--- src/rtl/lab4_adder_bist_if.sv ---
// Bus between the BIST engine (master) and the adder-under-test / lab board side (slave).
// Carries the start/status handshake as well as the adder operand and result signals.
interface lab4_adder_bist_if #(
  parameter int WIDTH = 4
);
  logic                 start;
  logic [WIDTH-1:0]     a;
  logic [WIDTH-1:0]     b;
  logic                 c0;
  logic [WIDTH-1:0]     s;
  logic                 c4;
  logic                 busy;
  logic                 done;
  logic                 pass;
  logic [2*WIDTH+1:0]   errCnt;
  logic [2*WIDTH:0]     failVec;

  modport master (
    input  start, s, c4,
    output a, b, c0, busy, done, pass, errCnt, failVec
  );

  modport slave (
    output start, s, c4,
    input  a, b, c0, busy, done, pass, errCnt, failVec
  );
endinterface

--- src/rtl/lab4_adder_bist.sv ---
// BIST engine for the lab ripple adder: sweeps every {A,B,C0}, checks {C4,S} LAT edges later.
// Optional macro LAB4_FAIL_CAPTURE_EN builds a register holding the first failing vector.
module lab4_adder_bist #(
  parameter int WIDTH = 4,
  parameter int LAT   = 1
) (
  input  logic                clk_i,
  input  logic                rst_i,
  lab4_adder_bist_if.master   adder_io
);

  localparam int IW = 2*WIDTH + 1;
  localparam int CW = 2*WIDTH + 2;
  localparam logic [IW-1:0] PENULT = {{(IW-1){1'b1}}, 1'b0};

  typedef enum logic [1:0] {IDLE, RUN, DRAIN, DONE} state_t;

  state_t            state_q, state_d;
  logic [IW-1:0]     idx_q, idx_d;
  logic [IW-1:0]     pipeVec_q [LAT];
  logic [LAT-1:0]    pipeVld_q;
  logic              issue;
  logic [CW-1:0]     errCnt_q, errCnt_d;
  logic              busy_q, busy_d;
  logic              done_q, done_d;
  logic              pass_q, pass_d;
  logic [IW-1:0]     tapVec;
  logic              tapVld;
  logic [WIDTH:0]    refSum;
  logic              mismatch;

  always_ff @(posedge clk_i or posedge rst_i) begin
    if (rst_i) state_q <= IDLE;
    else       state_q <= state_d;
  end

  always_comb begin
    state_d = state_q;
    case (state_q)
      IDLE, DONE: if (adder_io.start) state_d = RUN;
      RUN:        if (idx_q == PENULT) state_d = DRAIN;
      DRAIN:      if (pipeVld_q == '0) state_d = DONE;
      default:    state_d = IDLE;
    endcase
  end

  // The tail of the delay line holds the vector whose result is on S/C4 right now.
  assign tapVec   = pipeVec_q[LAT-1];
  assign tapVld   = pipeVld_q[LAT-1];
  assign refSum   = (WIDTH+1)'(tapVec[IW-1:WIDTH+1]) + (WIDTH+1)'(tapVec[WIDTH:1])
                  + (WIDTH+1)'(tapVec[0]);
  assign mismatch = tapVld && ({adder_io.c4, adder_io.s} != refSum);

  always_comb begin
    idx_d    = idx_q;
    issue    = 1'b0;
    errCnt_d = errCnt_q;
    if (mismatch && (errCnt_q != '1)) errCnt_d = errCnt_q + 1'b1;
    case (state_q)
      IDLE, DONE: begin
        if (adder_io.start) begin
          idx_d    = '0;
          issue    = 1'b1;
          errCnt_d = '0;
        end
      end
      RUN: begin
        idx_d = idx_q + 1'b1;
        issue = 1'b1;
      end
      default: ;
    endcase
    busy_d = (state_d == RUN) || (state_d == DRAIN);
    done_d = (state_d == DONE);
    pass_d = done_d && (errCnt_d == '0);
  end

  always_ff @(posedge clk_i or posedge rst_i) begin
    if (rst_i) begin
      idx_q     <= '0;
      pipeVld_q <= '0;
      for (int k = 0; k < LAT; k++) pipeVec_q[k] <= '0;
      errCnt_q  <= '0;
      busy_q    <= 1'b0;
      done_q    <= 1'b0;
      pass_q    <= 1'b0;
    end else begin
      idx_q        <= idx_d;
      pipeVec_q[0] <= idx_d;
      pipeVld_q[0] <= issue;
      for (int k = LAT-1; k > 0; k--) begin
        pipeVec_q[k] <= pipeVec_q[k-1];
        pipeVld_q[k] <= pipeVld_q[k-1];
      end
      errCnt_q <= errCnt_d;
      busy_q   <= busy_d;
      done_q   <= done_d;
      pass_q   <= pass_d;
    end
  end

`ifdef LAB4_FAIL_CAPTURE_EN
  logic [IW-1:0] failVec_q, failVec_d;

  // Only the first mismatch of a sweep is kept; a zero count means no earlier mismatch this sweep.
  always_comb begin
    failVec_d = failVec_q;
    if (mismatch && (errCnt_q == '0)) failVec_d = tapVec;
    if (((state_q == IDLE) || (state_q == DONE)) && adder_io.start) failVec_d = '0;
  end

  always_ff @(posedge clk_i or posedge rst_i) begin
    if (rst_i) failVec_q <= '0;
    else       failVec_q <= failVec_d;
  end

  assign adder_io.failVec = failVec_q;
`else
  assign adder_io.failVec = '0;
`endif

  assign adder_io.a      = idx_q[IW-1:WIDTH+1];
  assign adder_io.b      = idx_q[WIDTH:1];
  assign adder_io.c0     = idx_q[0];
  assign adder_io.busy   = busy_q;
  assign adder_io.done   = done_q;
  assign adder_io.pass   = pass_q;
  assign adder_io.errCnt = errCnt_q;

endmodule

--- src/flat_wrapper.sv ---
// flat-port wrapper written by rule: the top's interface ports become plain ports
module lab4_adder_bist_flat 
#(
  parameter int WIDTH = 4,
  parameter int LAT   = 1
)
  (clk_i, rst_i, adder_io_start, adder_io_s, adder_io_c4, adder_io_a, adder_io_b, adder_io_c0, adder_io_busy, adder_io_done, adder_io_pass, adder_io_errCnt, adder_io_failVec);
  lab4_adder_bist_if #(.WIDTH(WIDTH)) adder_io_i ();
  input  logic clk_i;
  input  logic rst_i;
  input wire logic [$bits(adder_io_i.start)-1:0] adder_io_start;
  input wire logic [$bits(adder_io_i.s)-1:0] adder_io_s;
  input wire logic [$bits(adder_io_i.c4)-1:0] adder_io_c4;
  output wire logic [$bits(adder_io_i.a)-1:0] adder_io_a;
  output wire logic [$bits(adder_io_i.b)-1:0] adder_io_b;
  output wire logic [$bits(adder_io_i.c0)-1:0] adder_io_c0;
  output wire logic [$bits(adder_io_i.busy)-1:0] adder_io_busy;
  output wire logic [$bits(adder_io_i.done)-1:0] adder_io_done;
  output wire logic [$bits(adder_io_i.pass)-1:0] adder_io_pass;
  output wire logic [$bits(adder_io_i.errCnt)-1:0] adder_io_errCnt;
  output wire logic [$bits(adder_io_i.failVec)-1:0] adder_io_failVec;
  assign adder_io_i.start = adder_io_start;
  assign adder_io_i.s = adder_io_s;
  assign adder_io_i.c4 = adder_io_c4;
  assign adder_io_a = adder_io_i.a;
  assign adder_io_b = adder_io_i.b;
  assign adder_io_c0 = adder_io_i.c0;
  assign adder_io_busy = adder_io_i.busy;
  assign adder_io_done = adder_io_i.done;
  assign adder_io_pass = adder_io_i.pass;
  assign adder_io_errCnt = adder_io_i.errCnt;
  assign adder_io_failVec = adder_io_i.failVec;
  lab4_adder_bist #(.WIDTH(WIDTH), .LAT(LAT)) u_core (.clk_i(clk_i), .rst_i(rst_i), .adder_io(adder_io_i));
endmodule
--- config.mk ---
export PLATFORM = sky130hd
export DESIGN_NAME = lab4_adder_bist_flat
export DESIGN_NICKNAME = d
export VERILOG_FILES = /design/src/rtl/lab4_adder_bist_if.sv /design/src/rtl/lab4_adder_bist.sv /design/src/flat_wrapper.sv
export SDC_FILE = /design/constraint.sdc
export NUM_CORES = 1
export LEC_CHECK = 0
export BUFFER_PORTS_ARGS = -buffer_cell sky130_fd_sc_hd__buf_2
export CORE_MARGIN = 2
export CORE_UTILIZATION = 56
export CTS_BUF_LIST = sky130_fd_sc_hd__clkbuf_4 sky130_fd_sc_hd__clkbuf_8
export CTS_CLUSTER_DIAMETER = 200
export DETAILED_ROUTE_END_ITERATION = 8
export PLACE_DENSITY = 0.82
export SYNTH_ARGS = -nofsm -noshare
export SYNTH_HDL_FRONTEND = slang
export SYNTH_SLANG_ARGS = --single-unit
--- constraint.sdc ---
create_clock -name clk_i -period 3.1 [get_ports clk_i]
set_clock_uncertainty 0.1 [all_clocks]
set_input_delay 0.155 -clock clk_i [delete_from_list [all_inputs] [get_ports clk_i]]
set_output_delay 0.155 -clock clk_i [all_outputs]
set_load 0.02 [all_outputs]
==> metrics <==
outcome=finished clean; Clock Latency Late Sink=~0.32 ns; clock sink count=25; Reg-to-Reg End=u_core.adder_io.pass; Post-Syn Area=between 1500 and 2000 um^2; min Tclk post-route=2.981 ns; All-Layer GR Usage=0.2291; Compound-Gate Fraction of Synth Area=0.1669; post-layout total power=about 1.1 mW; clk root buf=clkbuf_4; Avg WL per Cell=15.92 um; final setup vio count=0; Critical Path End=u_core.adder_io.pass; Syn Inst Count=182; largest net degree at the start of global routing=26; Hold Path Class=in -> reg; gpl congestion=~0.87; maximum achievable frequency=~340 MHz; Post-DP HPWL=2890 um; number of synthesized flops with an enable pin=0; post-synthesis async set-or-reset flop share=1.000; Adder-Cell Fraction of Synth Area=0.09010; Max-cap violations=0; Netlist cell types=51; Simple-Gate Fraction of Synth Area=0.2046; WL final=slightly below 4000 um; DRT Pass-1 Iters=4; Residual DRC=0; Crit Path Max Fanout=6; hold path start=adder_io_start; io pins=39; CP required=roughly 3.3 ns; VDD IR max=0.0004952 V; YS warnings=0; Slowest Stage Delay on Critical Path=0.46 ns; Initial Util=0.6039; final period utilization=0.9615; arrival time at the worst endpoint=between 3 and 4 ns; Seq/Total Area, Yosys=0.3693; Post-DRT Antenna Nets=0; #FFs+latches synth=25; Final Hold Vio Count=0; die area=3481 um^2; CP endpoint kind=flip-flop; Max Root-Sink Buffers=2; CP Buf/Inv Count=3; syn_area_per_cell=9.308 um^2; min setup slack post-route=~0.12 ns; global-route wire length before repair=between 6000 and 7000 um; Post-Synth XOR/XNOR Area=0.06573; clock transition at the registers of the reported paths=approximately 0.15 ns; Leak Pwr=approximately 0.94 nW; GRT overflow=0; r2r startpoint=u_core.idx_q[5]; setup slack at placement=-0.05581 ns; vias in the first global route=around 1400; share of cells above drive strength 1=0.2648; Avg Vias per Cell=~6.0; synthesis-to-finish area growth=14.33%; Port Buffers=29; NumNets Final=approximately 240; antenna cells=0; Die W=between 50 and 60 um; layout filler cell count=~240; largest family of logic cells by synthesized area=simple AND/OR/NAND/NOR gates; number of DRC markers in iteration 0=between 80 and 90; startpoint types=flip-flop; multiplexer area fraction after synthesis=0.01182; crit path from=u_core.idx_q[5]; stages on the worst setup path=12; Main synth FF type=dfrtp_1; die height=about 60 um; H-tree Lvls=1; core area=roughly 2800 um^2; Cell Pwr Density=approximately 570 nW/um^2; max_slew headroom=0.3492; reg2reg path depth=12; antenna violations before repair=0; CP Cell Sequence=inv_1, fa_2, inv_2, fa_1, nand3_1, a21oi_1, o221ai_2, buf_4, a21o_2, a21oi_2, a2111o_1, nor3_2; Rows=19; Top delay family on crit path=compound AO/OA/AOI/OAI gates; Slew Limit Fails=0; flop2flop setup slack=around 0.12 ns; RSZ-0062 raised after global routing=no; CTS tree=built; Crit Path Class=reg -> reg; routed via count=between 1000 and 1500; CP max-delay cell=fa_1; CTS Buf Count=3; worst-margin pin slew=approximately 0.98 ns
[report_power, final]
part / internal, mW / switching [mW] / total, mW
Clock: 0.0492 / 0.104 / 0.153
Combinational: 0.184 / 0.295 / 0.479
Sequential: 0.392 / 0.0867 / 0.479
Total: 0.625 / 0.486 / 1.11
[metrics by stage]
step           instance area, um^2   TNS, ns  utilization  hold slack, ns  cells
6_report                      1937         0       0.6905         0.06412    250
2_1_floorplan                 1724         0            -         0.08232    190
5_1_grt                       1937         0       0.6905         0.08824    250
4_1_cts                       1906         0       0.6793         0.06081    248
3_5_place_dp                  1839  -0.05581       0.6557          0.3257    241
3_3_place_gp                  1839         0       0.6557          0.3036    241
[how the worst min path moves through the flow]
stage | cells after the start | to | slack [ns]
6_report | 3 | u_core.state_q[1] | 0.06
4_1_cts | 3 | u_core.state_q[1] | 0.06
5_1_grt | 3 | u_core.state_q[1] | 0.09
3_5_place_dp | 2 | u_core.state_q[0] | 0.33
3_3_place_gp | 2 | u_core.idx_q[1] | 0.30
2_1_floorplan | 1 | u_core.adder_io.busy | 0.08
[final cells by class]
cell class                      count  area, um^2  share of cell area
Clock buffer                        3       22.52             0.01163
Clock inverter                      1       7.507            0.003876
Inverter                           14       52.55             0.02713
Multi-Input combinational cell    139       982.2              0.5071
Sequential cell                    25       625.6              0.3230
Tap cell                           31       38.79             0.02003
Timing Repair Buffer               37       207.7              0.1072
[layer usage]
metal  up-vias  track usage  routed length, um
li1        702            -                  -
met1       724       0.3187               1691
met2        65       0.3905               1989
met3         2      0.02402                280
met4         0      0.04545                 19
met5         -            0                  0
[synth_stat cells, types with 3 or more instances]
cell type   n  area share
nor3_1      4       0.012
a21oi_1     8       0.024
ha_1        9       0.066
nand2_1    19       0.042
nor2_1     16       0.035
inv_1      14       0.031
xor2_1      4       0.021
o31ai_1     3       0.013
xnor2_1     6       0.031
dfrtp_1    25        0.37
nand3_1     7       0.021
a22o_1      4       0.021
o21ai_0     6       0.018
buf_4       9       0.040
[state kept, by name (all words and copies together) (netlist names)]
register / flops
u_core.adder_io.errCnt: 10
u_core.idx_q: 9
u_core.state_q: 2
u_core.adder_io.busy: 1
u_core.adder_io.done: 1
u_core.adder_io.pass: 1
u_core.pipeVld_q: 1
[timing repair]
item | in CTS | in global routing
pin swaps | 0 | 4
endpoints found under the hold margin | 25 | 0
cloned | 0 | 1
hold buffers | 1 | 0
resized for setup | 1 | 3
setup buffers | 2 | 1
endpoints found under the setup margin | 1 | 1
[cell families after synthesis]
group,Yosys count
other,1
buffers and inverters,27
and+or+nand+nor,66
DFF,25
muxes,2
adders and majority gates,11
xor gates and xnor gates,11
AOI/OAI and AO/OA,39
[placed cells by master (no fill, tap or decap), types with 2 or more instances in the layout]
cell | Yosys | final
o31ai_1 | 3 | 3
nor2_1 | 16 | 16
mux2i_1 | 2 | 2
a22o_1 | 4 | 4
o21a_1 | 2 | 2
nand2b_1 | 2 | 2
buf_2 | 1 | 29
a21o_2 | 2 | 2
and3_1 | 2 | 2
clkbuf_4 | 0 | 3
conb_1 | 1 | 9
ha_1 | 9 | 9
xor2_1 | 4 | 4
o21ai_0 | 6 | 6
nor3_1 | 4 | 4
nand4_1 | 2 | 2
and2_1 | 2 | 2
dfrtp_1 | 25 | 25
nand3_1 | 7 | 7
inv_1 | 14 | 13
a31oi_1 | 2 | 2
nand2_1 | 19 | 19
buf_4 | 9 | 7
a21oi_1 | 8 | 8
xnor2_1 | 6 | 6
[worst register-to-register path: stages, from the launching register on]
cell and delay (ns):
dfrtp_1 0.43, inv_1 0.10, fa_2 0.21, inv_2 0.05
fa_1 0.46, nand3_1 0.12, a21oi_1 0.14, o221ai_2 0.38
buf_4 0.18, a21o_2 0.13, a21oi_2 0.07, a2111o_1 0.40
nor3_2 0.17
(Power assumes the default switching activity.)
